**config.mk**
```make
export PLATFORM = sky130hd
export DESIGN_NAME = alu_decode_stage
export DESIGN_NICKNAME = d
export VERILOG_FILES = /design/src/rtl/alu_ctrl_pkg.sv /design/src/rtl/alu_ctrl_decode.sv /design/src/rtl/alu_decode_stage.sv
export SDC_FILE = /design/constraint.sdc
export NUM_CORES = 1
export LEC_CHECK = 0
export CAP_MARGIN = 20
export CORE_MARGIN = 2
export CORE_UTILIZATION = 48
export CTS_CLUSTER_DIAMETER = 60
export DETAILED_ROUTE_END_ITERATION = 8
export HOLD_SLACK_MARGIN = 0.15
export PLACE_DENSITY = 0.93
export SLEW_MARGIN = 20
export SYNTH_ARGS = -nofsm -noshare
export SYNTH_HDL_FRONTEND = slang
export SYNTH_HIERARCHICAL = 1
export SYNTH_SLANG_ARGS = --single-unit
```
**constraint.sdc**
```tcl
create_clock -name clk -period 4.7 [get_ports clk]
set_input_delay 0.47 -clock clk [delete_from_list [all_inputs] [get_ports clk]]
set_output_delay 0.47 -clock clk [all_outputs]
set_load 0.02 [all_outputs]
```
**src/rtl/alu_ctrl_pkg.sv**
```systemverilog
// Shared constants for the ALU decode stage: 5-bit ALU op codes, handshake
// FSM states and the multi-cycle latency counter width.
`timescale 1ns/1ps
package alu_ctrl_pkg;

  localparam int unsigned CODE_W = 5;
  localparam int unsigned CNT_W  = 6;

  localparam logic [CODE_W-1:0] ALU_ADD  = 5'b00000;
  localparam logic [CODE_W-1:0] ALU_SUB  = 5'b00001;
  localparam logic [CODE_W-1:0] ALU_AND  = 5'b00010;
  localparam logic [CODE_W-1:0] ALU_OR   = 5'b00011;
  localparam logic [CODE_W-1:0] ALU_XOR  = 5'b00100;
  localparam logic [CODE_W-1:0] ALU_SLT  = 5'b00101;
  localparam logic [CODE_W-1:0] ALU_SLTU = 5'b00110;
  localparam logic [CODE_W-1:0] ALU_SLL  = 5'b00111;
  localparam logic [CODE_W-1:0] ALU_SRL  = 5'b01000;
  localparam logic [CODE_W-1:0] ALU_SRA  = 5'b01001;

  // M-extension codes are this prefix concatenated with funct3
  localparam logic [1:0] ALU_M_PFX = 2'b10;

  typedef enum logic [1:0] {
    ST_IDLE = 2'b00,
    ST_WAIT = 2'b01,
    ST_FULL = 2'b10
  } state_e;

endpackage

```
**src/rtl/alu_ctrl_decode.sv**
```systemverilog
// Combinational ALU control decode from opcode/funct fields and the main-decoder
// class, flagging unsupported encodings and multi-cycle M-extension ops.
`timescale 1ns/1ps
module alu_ctrl_decode
  import alu_ctrl_pkg::*;
#(
  parameter int unsigned MEXT = 1
) (
  input  logic [6:0]        op_i,
  input  logic [2:0]        funct3_i,
  input  logic [6:0]        funct7_i,
  input  logic [1:0]        alu_op_i,
  output logic [CODE_W-1:0] code_o,
  output logic              illegal_o,
  output logic              is_mul_o,
  output logic              is_div_o
);

  // Only op[5] (register-register form) matters for ALU control
  logic op_unused;
  assign op_unused = ^{op_i[6], op_i[4:0]};

  always_comb begin
    code_o    = ALU_ADD;
    illegal_o = 1'b0;
    is_mul_o  = 1'b0;
    is_div_o  = 1'b0;
    case (alu_op_i)
      2'b00: code_o = ALU_ADD;
      2'b01: code_o = ALU_SUB;
      2'b11: illegal_o = 1'b1;
      default: begin
        if (op_i[5] && (funct7_i == 7'b0000001)) begin
          if (MEXT != 0) begin
            code_o   = {ALU_M_PFX, funct3_i};
            is_mul_o = ~funct3_i[2];
            is_div_o = funct3_i[2];
          end else begin
            illegal_o = 1'b1;
          end
        end else begin
          case (funct3_i)
            3'b000:  code_o = (op_i[5] && funct7_i[5]) ? ALU_SUB : ALU_ADD;
            3'b001:  code_o = ALU_SLL;
            3'b010:  code_o = ALU_SLT;
            3'b011:  code_o = ALU_SLTU;
            3'b100:  code_o = ALU_XOR;
            3'b101:  code_o = funct7_i[5] ? ALU_SRA : ALU_SRL;
            3'b110:  code_o = ALU_OR;
            default: code_o = ALU_AND;
          endcase
        end
      end
    endcase
  end

endmodule

```
**src/rtl/alu_decode_stage.sv**
```systemverilog
// Registered ALU decode pipeline stage with valid/ready handshake; MUL/DIV ops
// are held in WAIT for their execute latency before the result is presented.
`timescale 1ns/1ps
module alu_decode_stage
  import alu_ctrl_pkg::*;
#(
  parameter int unsigned MEXT    = 1,
  parameter int unsigned MUL_LAT = 2,
  parameter int unsigned DIV_LAT = 33
) (
  input  logic        clk,
  input  logic        reset,
  input  logic        flush,
  input  logic        in_valid,
  output logic        in_ready,
  input  logic [6:0]  op,
  input  logic [2:0]  funct3,
  input  logic [6:0]  funct7,
  input  logic [1:0]  ALUOp,
  output logic        out_valid,
  input  logic        out_ready,
  output logic [4:0]  ALUControl,
  output logic        illegal,
  output logic        busy
);

  // Counter counts down to zero, so it loads LAT-2 to land in FULL after LAT cycles
  localparam logic [CNT_W-1:0] MUL_LD = CNT_W'((MUL_LAT > 1) ? (MUL_LAT - 2) : 0);
  localparam logic [CNT_W-1:0] DIV_LD = CNT_W'((DIV_LAT > 1) ? (DIV_LAT - 2) : 0);

  state_e              state_q;
  logic [CNT_W-1:0]    cnt_q;
  logic [CODE_W-1:0]   ctrl_q;
  logic                illegal_q;

  logic [CODE_W-1:0]   dec_code;
  logic                dec_illegal;
  logic                dec_mul;
  logic                dec_div;
  logic                accept;
  logic                multi_d;
  logic [CNT_W-1:0]    cnt_d;

  alu_ctrl_decode #(
    .MEXT (MEXT)
  ) u_decode (
    .op_i      (op),
    .funct3_i  (funct3),
    .funct7_i  (funct7),
    .alu_op_i  (ALUOp),
    .code_o    (dec_code),
    .illegal_o (dec_illegal),
    .is_mul_o  (dec_mul),
    .is_div_o  (dec_div)
  );

  assign in_ready = ~flush & ((state_q == ST_IDLE) | ((state_q == ST_FULL) & out_ready));
  assign accept   = in_valid & in_ready;

  always_comb begin
    multi_d = (dec_mul && (MUL_LAT > 1)) || (dec_div && (DIV_LAT > 1));
    cnt_d   = dec_div ? DIV_LD : MUL_LD;
  end

  always_ff @(posedge clk or posedge reset) begin
    if (reset) begin
      state_q   <= ST_IDLE;
      cnt_q     <= '0;
      ctrl_q    <= ALU_ADD;
      illegal_q <= 1'b0;
    end else if (flush) begin
      state_q <= ST_IDLE;
      cnt_q   <= '0;
    end else if (accept) begin
      ctrl_q    <= dec_code;
      illegal_q <= dec_illegal;
      if (multi_d) begin
        state_q <= ST_WAIT;
        cnt_q   <= cnt_d;
      end else begin
        state_q <= ST_FULL;
      end
    end else begin
      case (state_q)
        ST_IDLE: ;
        ST_WAIT: begin
          if (cnt_q == '0) begin
            state_q <= ST_FULL;
          end else begin
            cnt_q <= cnt_q - CNT_W'(1);
          end
        end
        ST_FULL: begin
          if (out_ready) begin
            state_q <= ST_IDLE;
          end
        end
        default: state_q <= ST_IDLE;
      endcase
    end
  end

  assign out_valid  = (state_q == ST_FULL);
  assign busy       = (state_q == ST_WAIT);
  assign ALUControl = ctrl_q;
  assign illegal    = illegal_q;

endmodule

```
After elaboration in Yosys (flattened, before gate mapping)
Cells that the tools add are included.
{"block": "word_totals", "ff_bits": 14, "input_bits": 24, "output_inout_bits": 9, "word_cells": 62}
{"block": "op_classes", "n_addsub": 1, "eq_ne": 16, "n_mux": 22, "bitwise": 6, "n_reduce_logical": 13}
{"cell": "5-bit case mux with 7 select lines", "count": 1}
{"cell": "6-bit two-way mux", "count": 5}
{"cell": "2-bit two-way mux", "count": 5}
{"cell": "5-bit two-way mux", "count": 2}
{"cell": "5-bit case mux with 2 select lines", "count": 1}
{"cell": "3-bit equality test, second input constant", "count": 3}
{"cell": "4-bit by 2-bit != test with 1-bit output, second input constant", "count": 2}
{"cell": "7-bit by 1-bit equality test with 1-bit output, second input constant", "count": 1}
{"cell": "1-bit two-way mux", "count": 7}
{"cell": "3-bit by 2-bit equality test with 1-bit output, second input constant", "count": 2}
{"cell": "6-bit logical NOT", "count": 1}
{"cell": "3-bit != test, second input constant", "count": 2}
{"cell": "2-bit case mux with 3 select lines", "count": 1}
{"cell": "3-bit AND reduction", "count": 2}
{"cell": "6-bit by 1-bit subtractor with 6-bit output, second input constant", "count": 1}
{"cell": "2-bit by 1-bit equality test with 1-bit output, second input constant", "count": 2}
{"cell": "2-bit equality test, second input constant", "count": 2}
{"cell": "2-bit logical NOT", "count": 2}
{"cell": "1-bit AND", "count": 3}
{"cell": "3-bit by 1-bit equality test with 1-bit output, second input constant", "count": 1}
{"cell": "3-bit logical NOT", "count": 1}
{"cell": "3-bit by 2-bit != test with 1-bit output, second input constant", "count": 1}
{"cell": "3-bit nonzero test", "count": 1}
{"cell": "3-bit OR reduction", "count": 1}
{"cell": "other kinds (6)", "count": 8}

Longest topological paths before layout
Gate-level depths: netlist (run 1).
{"block": "logic_depth", "ltp_word": 8, "depth_mapped": 7, "mapped_depth_nobuf": 7}

By module
The synthesis (run 1) kept the hierarchy.
{"mod": "alu_decode_stage", "n_inst": 1, "cells_each": 80, "area_per_inst_um2": 799.5}
{"mod": "alu_ctrl_decode", "n_inst": 1, "cells_each": 26, "area_per_inst_um2": 177.7}

Worst setup path before layout (run 1)
No wires, ideal clock.
{"block": "synth_timing", "kind": "input port to flip-flop", "from": "input funct7[1]", "to": "register cnt_q[1]", "setup_time_ns": 0.128, "arrival_ns": 1.792, "path_slack_ns": 2.779, "path_stages": 7, "path_cell_list": "and4bb_2 and2_4 and3_1 or2_2 nor4_4 a21oi_1 mux2i_1"}
{"block": "synth_between", "elab_chain_cells": 8}
{"element": "from (decl)", "line_no": "alu_decode_stage.sv:18", "text": "input logic [6:0] funct7,"}
{"element": "7-bit by 1-bit equality test with 1-bit output (*)", "line_no": "alu_ctrl_decode.sv:33", "text": "if (op_i[5] && (funct7_i == 7'b0000001)) begin"}
{"element": "1-bit logical AND (*)", "line_no": "alu_ctrl_decode.sv:33"}
{"element": "1-bit two-way mux (*)", "line_no": "alu_ctrl_decode.sv:33"}
{"element": "1-bit two-way mux (*)", "line_no": "alu_ctrl_decode.sv:28", "text": "case (alu_op_i)"}
{"element": "net dec_div", "line_no": "alu_decode_stage.sv:39", "text": "logic dec_div;"}
{"element": "5-bit two-way mux", "line_no": "alu_decode_stage.sv:62", "text": "cnt_d = dec_div ? DIV_LD : MUL_LD;"}
{"element": "6-bit two-way mux", "line_no": "alu_decode_stage.sv:77", "text": "if (multi_d) begin"}
{"element": "6-bit two-way mux", "line_no": "alu_decode_stage.sv:74", "text": "end else if (accept) begin"}
{"element": "6-bit two-way mux", "line_no": "alu_decode_stage.sv:71", "text": "end else if (flush) begin"}
{"element": "to (signal assigned)", "line_no": "alu_decode_stage.sv:79", "text": "cnt_q <= cnt_d;"}
{"element": "to (signal assigned)", "line_no": "alu_decode_stage.sv:90", "text": "cnt_q <= cnt_q - CNT_W'(1);"}
{"element": "to (decl)", "line_no": "alu_decode_stage.sv:32", "text": "logic [CNT_W-1:0] cnt_q;"}
The timed path passes the listed nets; every way through them passes the cells marked *. The select of a mux whose other input is x is not followed.
A chain may end at the register's enable or synchronous reset.

Worst setup path in the final report (run 1)
{"block": "layout_timing", "from": "input flush", "to": "output in_ready"}
{"block": "layout_between", "elab_chain_cells": 2}
{"element": "from (decl)", "line_no": "alu_decode_stage.sv:13", "text": "input logic flush,"}
{"element": "1-bit NOT (no source line)"}
{"element": "1-bit AND", "line_no": "alu_decode_stage.sv:57", "text": "assign in_ready = ~flush & ((state_q == ST_IDLE) | ((state_q == ST_FULL) & out_ready));"}
{"element": "to (decl)", "line_no": "alu_decode_stage.sv:15", "text": "output logic in_ready,"}
Every way passes these cells.

==> impl_metrics.json, run 1 <==
{
  "status": "complete, no violations",
  "p_per_area_nw_per_um2": 230,
  "ir_worst_vdd_mv": 0.189,
  "r2r_start": "cnt_q[0]$_DFFE_PP0P_",
  "antenna_found_initial": 0,
  "synth_area_um2": 977,
  "switching_share": 0.279,
  "gp_congestion": 0.893,
  "ys_ff_latch": 14,
  "yosys_warnings": 6,
  "grt_pass1_vias": 944,
  "power_frac_seq": 0.438,
  "core-area_um2": 1940,
  "drive_above_1_share": 0.142,
  "synth_top_cell_by_area": "dfrtp_1",
  "fmax_mhz": 392,
  "yosysUniqueCellTypes": 41,
  "power_frac_comb": 0.268,
  "endpoint_kind": "output port",
  "nets": 161,
  "p_sw_w": 0.0000831,
  "portBuffers": 26,
  "seq_area_frac_synth": 0.359,
  "startpoint": "flush",
  "maxCapViolations": 0,
  "grt_util_all_layers": 0.204,
  "fp.dieArea_um2": 2410,
  "slew_headroom": 0.608,
  "clock-root-buffer": "clkbuf_4",
  "drtAntennaViolNets": 0,
  "rsz0062_at_grt": "false",
  "criticalPathCategory": "input port to output port",
  "grt_pass1_wl_um": 3860,
  "rrSetupSlack_ns": 2.91,
  "setup_tns_ns": 0,
  "grt_max_degree": 15,
  "tritoncts": "yes",
  "path_clk_slew_ns": 0.09,
  "cts_resized": 0,
  "clkLatencyLatePin_ns": 0.28,
  "report.final.slew_viol_count": 0,
  "viasPerCell": 5.80,
  "synth_nets": 132,
  "diodes": 0,
  "crit_top_cell": "clkdlybuf4s50_1",
  "initialDrtViolationCount": 14,
  "p_clk_frac": 0.294,
  "finClkSkew_ns": 0.00267,
  "synthMostInstantiatedCell": "dfrtp_1",
  "vias": 933,
  "slowest_delay_ns": 0.61,
  "initial_utilization": 0.503,
  "synth_top_area_share": 0.359,
  "synth_cells": 106,
  "crit_slowest_cell": "clkdlybuf4s50_1",
  "fp.dieH_um": 49.1,
  "rows": 16,
  "cts_hold_buffers": 0,
  "wirelength_um": 2290,
  "p_int_w": 0.000214,
  "setup.worst_path.start_class": "input port",
  "drc": 0,
  "clk_path_buf_depth": 2,
  "synth.avg_cell_area_um2": 9.22,
  "min_period_over_period": 0.543,
  "tightest_slew_ns": 0.581,
  "setup_viol": 0,
  "synth_area_leaders": "dfrtp_1 36%, mux2_2 6.9%, nor4_4 4.4%, inv_1 3.8%, nand2_1 3.1%",
  "fin_crit_ns": 2.55,
  "hold_viol": 0,
  "worstPathRequired_ns": 4.23,
  "utilization": 0.665,
  "synth_flop_cell": "dfrtp_1",
  "hold_path.class": "flip-flop to flip-flop",
  "cts_made_buffers": 3,
  "routedWlPerCell_um": 14.2,
  "total_leakage_power_nw": 0.535,
  "crit_path_end": "in_ready",
  "r2r_cells": 6,
  "die_width_um": 49.1,
  "clock-sinks": 14,
  "drtPass1Iterations": 4,
  "crit_fanout": 7,
  "syn_to_final_growth_pct": 32.1,
  "ioPinCount": 33,
  "synth_edf_count": 0,
  "htreeDepth": 1,
  "worstPathCellList": "clkdlybuf4s50_1 > or2_1 > nor2_1 > clkdlybuf4s50_1",
  "synth_common_cells": "14 x dfrtp_1, 10 x inv_1, 8 x nand2_1, 8 x nor2_1, 6 x mux2_2",
  "async_flop_share": 1.00,
  "cp_data_arrival_time_ns": 2.08,
  "cts_setup_buffers": 0,
  "overflow": 0,
  "dp.final_hpwl_um": 1860,
  "r2r-end": "cnt_q[2]$_DFFE_PP0P_"
}
==> cell families after synthesis <==
group,share of synthesized area
buffers and inverters,0.0551
muxes,0.0794
DFF,0.359
adders and majority gates,0.0256
xor gates and xnor gates,0.00896
AOI/OAI and AO/OA,0.164
and+or+nand+nor,0.309
==> sequential cells by signal, summed over array words and instances (netlist names) <==
name,flops
ALUControl,5
cnt_q,6
illegal,1
state_q,2
==> worst max-delay path: cells and delay by family <==
| kind | cells | cell delay (ns) |
|---|---|---|
| buf+inv | 2 | 1.14 |
| simple gates | 2 | 0.46 |
==> layout by cell type, fill, tap and decap left out, types with 2 or more instances in the layout <==
| master | count |
|---|---|
| a31oi_1 | 4 |
| nand4_1 | 2 |
| mux2_2 | 6 |
| and2b_1 | 2 |
| o21ai_0 | 3 |
| ha_1 | 2 |
| inv_1 | 10 |
| nor4_4 | 2 |
| nor2_1 | 8 |
| nand2b_1 | 2 |
| clkdlybuf4s50_1 | 26 |
| a211oi_1 | 2 |
| clkbuf_4 | 3 |
| nand2_1 | 8 |
| nor2b_1 | 3 |
| a21oi_1 | 3 |
| o22ai_1 | 4 |
| nand3_1 | 5 |
| nor3_1 | 3 |
| dfrtp_1 | 14 |
==> worst min path at each step <==
stage	endpoint	slack (ns)	from	cells after the start
final	ALUControl[1]$_DFFE_PP0P_	0.51	ALUControl[1]$_DFFE_PP0P_	1
after global routing	ALUControl[1]$_DFFE_PP0P_	0.53	ALUControl[1]$_DFFE_PP0P_	1
after CTS	ALUControl[1]$_DFFE_PP0P_	0.52	ALUControl[1]$_DFFE_PP0P_	1
after detailed placement	ALUControl[3]$_DFFE_PP0P_	0.49	ALUControl[3]$_DFFE_PP0P_	1
after global placement	ALUControl[1]$_DFFE_PP0P_	0.49	ALUControl[1]$_DFFE_PP0P_	1
after floorplan	ALUControl[0]$_DFFE_PP0P_	0.36	reset	1
==> per-layer routing <==
layer  up-vias  track usage  part of all wire
met5         -            0                 0
met4         0       0.0905             0.014
met3         5       0.0368             0.050
met2        34        0.410              0.54
met1       448        0.194              0.40
li1        446            -                 -
==> layout make-up <==
type | count | area, um2
clock buffers | 4 | 36.3
fillers | 157 | 651
inverters | 10 | 37.5
multi-input cells | 80 | 573
flip-flops and latches | 14 | 350
well taps | 27 | 33.8
repair buffers | 26 | 260
==> through the flow <==
step / instances / total power, W / area, um2 / setup WS, ns / hold slack [ns]
after detailed placement: 157 / 0.000212 / 1250 / 2.14 / 0.493
final: 161 / 0.000297 / 1290 / 2.15 / 0.511
after floorplan: 106 / 0.000175 / 977 / 2.78 / 0.359
after global routing: 161 / 0.000312 / 1290 / 2.10 / 0.534
after CTS: 161 / 0.000300 / 1290 / 2.14 / 0.516
after global placement: 157 / 0.000209 / 1250 / 2.19 / 0.490
==> power groups by stage <==
stage / sequential (W) / combinational (W) / clock (W)
finish: 0.000130 / 0.0000797 / 0.0000876
detailed placement: 0.000132 / 0.0000800 / 0
global route: 0.000131 / 0.0000856 / 0.0000956
global placement: 0.000132 / 0.0000766 / 0
floorplan: 0.000138 / 0.0000377 / 0
CTS: 0.000130 / 0.0000800 / 0.0000895
(Power assumes the default switching activity.)
==> inputs of run 2 (changes only) <==
Settings changed: CORE_UTILIZATION 48 to 40, PLACE_DENSITY 0.93 to 0.83.
Clock period 4.7 ns to 2.3 ns, I/O delays scaled along.
==> run 2 against run 1 <==
Against the previous run: cell area is essentially flat; worst hold slack lost 0.24 ns; sequential cell count is the same; clock power grew 120%; final cell count grew 0.62%; combinational power grew 100%; largest cell class unchanged.
==> impl_metrics.json, run 2 (same netlist as run 1, synthesis figures left out) <==
{
  "rows": 17,
  "drive_above_1_share": 0.142,
  "endpoint_kind": "output port",
  "criticalPathCategory": "input port to output port",
  "viasPerCell": 5.66,
  "htreeDepth": 1,
  "p_clk_frac": 0.310,
  "overflow": 0,
  "cp_data_arrival_time_ns": 1.82,
  "hold_path.class": "input port to async pin",
  "clk_path_buf_depth": 2,
  "nFillCells": 217,
  "syn_to_final_growth_pct": 32.3,
  "worstPathRequired_ns": 2.07,
  "setup.worst_path.start_class": "input port",
  "slew_headroom": 0.613,
  "ioPinCount": 33,
  "cts_made_buffers": 3,
  "cts_hold_buffers": 0,
  "maxCapViolations": 0,
  "status": "complete, no violations",
  "drt-met1-wl_um": 890,
  "gp_congestion": 0.865,
  "diodes": 0,
  "path_clk_slew_ns": 0.10,
  "drtPass1Iterations": 4,
  "clkLatencyLatePin_ns": 0.30,
  "rsz0062_at_grt": "false",
  "routed.top_layer": "met4",
  "seqCellArea_um2": 350,
  "grt_util_all_layers": 0.192,
  "fin_crit_ns": 2.05,
  "antenna_found_initial": 0,
  "postLayoutCellArea_um2": 1290,
  "vias": 917,
  "largest_register_ffs": 6,
  "power_frac_seq": 0.429,
  "setup_tns_ns": 0,
  "min_period_over_period": 0.893,
  "p_sw_w": 0.000181,
  "hold_viol": 0,
  "switching_share": 0.292,
  "finClkSkew_ns": 0.00496,
  "report.final.slew_viol_count": 0,
  "fmax_mhz": 487,
  "total_leakage_power_nw": 0.535,
  "nets": 161,
  "routedWlPerCell_um": 14.1,
  "die_width_um": 53.4,
  "dp.final_hpwl_um": 1850,
  "wirelength_um": 2280,
  "ir_worst_vdd_mv": 0.390,
  "cts_setup_buffers": 0,
  "fp.dieH_um": 53.4,
  "instances_no_fill": 162,
  "multiInputGateArea_um2": 573,
  "drc": 0,
  "grt_max_degree": 15,
  "fp.dieArea_um2": 2850,
  "p_per_area_nw_per_um2": 479,
  "power_frac_comb": 0.261,
  "clock-sinks": 14,
  "core-area_um2": 2250,
  "top_register": "cnt_q",
  "drtAntennaViolNets": 0,
  "grt_pass1_wl_um": 3890,
  "worst_hold_slack_ns": 0.271,
  "cts_resized": 0,
  "p_int_w": 0.000438,
  "dr_wl_met2_um": 1210,
  "met3_length_um": 146,
  "total_power_w": 0.000619,
  "tritoncts": "yes",
  "layout_commonest_cell": "clkdlybuf4s50_1",
  "postPlaceCellArea_um2": 1260,
  "initial_utilization": 0.433,
  "grt_pass1_vias": 935,
  "initialDrtViolationCount": 17,
  "crit_fanout": 7,
  "portBuffers": 26,
  "tightest_slew_ns": 0.573,
  "clock-root-buffer": "clkbuf_4",
  "place_inst": 158,
  "setup_viol": 0,
  "final_cell_mix": "26 x clkdlybuf4s50_1, 14 x dfrtp_1, 10 x inv_1, 8 x nor2_1, 8 x nand2_1"
}
==> run 2: cell counts in the layout (fill, tap and decap cells not counted) <==
No cell type changed its count.
==> run 2: area by class of cell <==
cell class / count / area share
Timing Repair Buffer: 26 / 0.201
Clock buffer: 4 / 0.0281
Sequential cell: 14 / 0.271
Inverter: 10 / 0.0290
Tap cell: 28 / 0.0271
Multi-Input combinational cell: 80 / 0.443
==> run 2: power by group through the flow <==
stage | sequential, W | combinational, W | clock (W)
2_1_floorplan | 0.000281 | 0.0000770 | 0
5_1_grt | 0.000267 | 0.000175 | 0.000209
4_1_cts | 0.000266 | 0.000162 | 0.000194
3_5_place_dp | 0.000271 | 0.000162 | 0
3_3_place_gp | 0.000270 | 0.000157 | 0
6_report | 0.000265 | 0.000161 | 0.000192
==> run 2: per-stage QoR <==
| stage | setup WS [ns] | utilization |
|---|---|---|
| 2_1_floorplan | 0.619 | - |
| 5_1_grt | 0.200 | 0.573 |
| 6_report | 0.247 | 0.573 |
| 3_3_place_gp | 0.0481 | 0.557 |
| 3_5_place_dp | 0.00342 | 0.557 |
| 4_1_cts | 0.258 | 0.573 |
==> run 2: routing by layer <==
layer,vias up,GRT usage
met3,5,0.0678
met1,439,0.185
li1,442,-
met5,-,0
met4,0,0.0897
met2,31,0.356
==> run 2: critical path, cell delays in order <==
cell	delay [ns]
clkdlybuf4s50_1	0.54
or2_1	0.34
nor2_1	0.10
clkdlybuf4s50_1	0.61
==> run 2: final timing paths <==
check | cells past startpoint | from | endpoint | slack (ns)
min in group clk | 1 | ALUControl[0]$_DFFE_PP0P_ | ALUControl[0]$_DFFE_PP0P_ | 0.52
hold reg to reg | 1 | ALUControl[0]$_DFFE_PP0P_ | ALUControl[0]$_DFFE_PP0P_ | 0.52
setup / recovery | 4 | flush | in_ready | 0.25
max in group asynchronous | 2 | reset | ALUControl[3]$_DFFE_PP0P_ | 1.66
setup reg to reg | 6 | cnt_q[0]$_DFFE_PP0P_ | cnt_q[2]$_DFFE_PP0P_ | 0.54
hold / removal | 2 | reset | cnt_q[2]$_DFFE_PP0P_ | 0.27
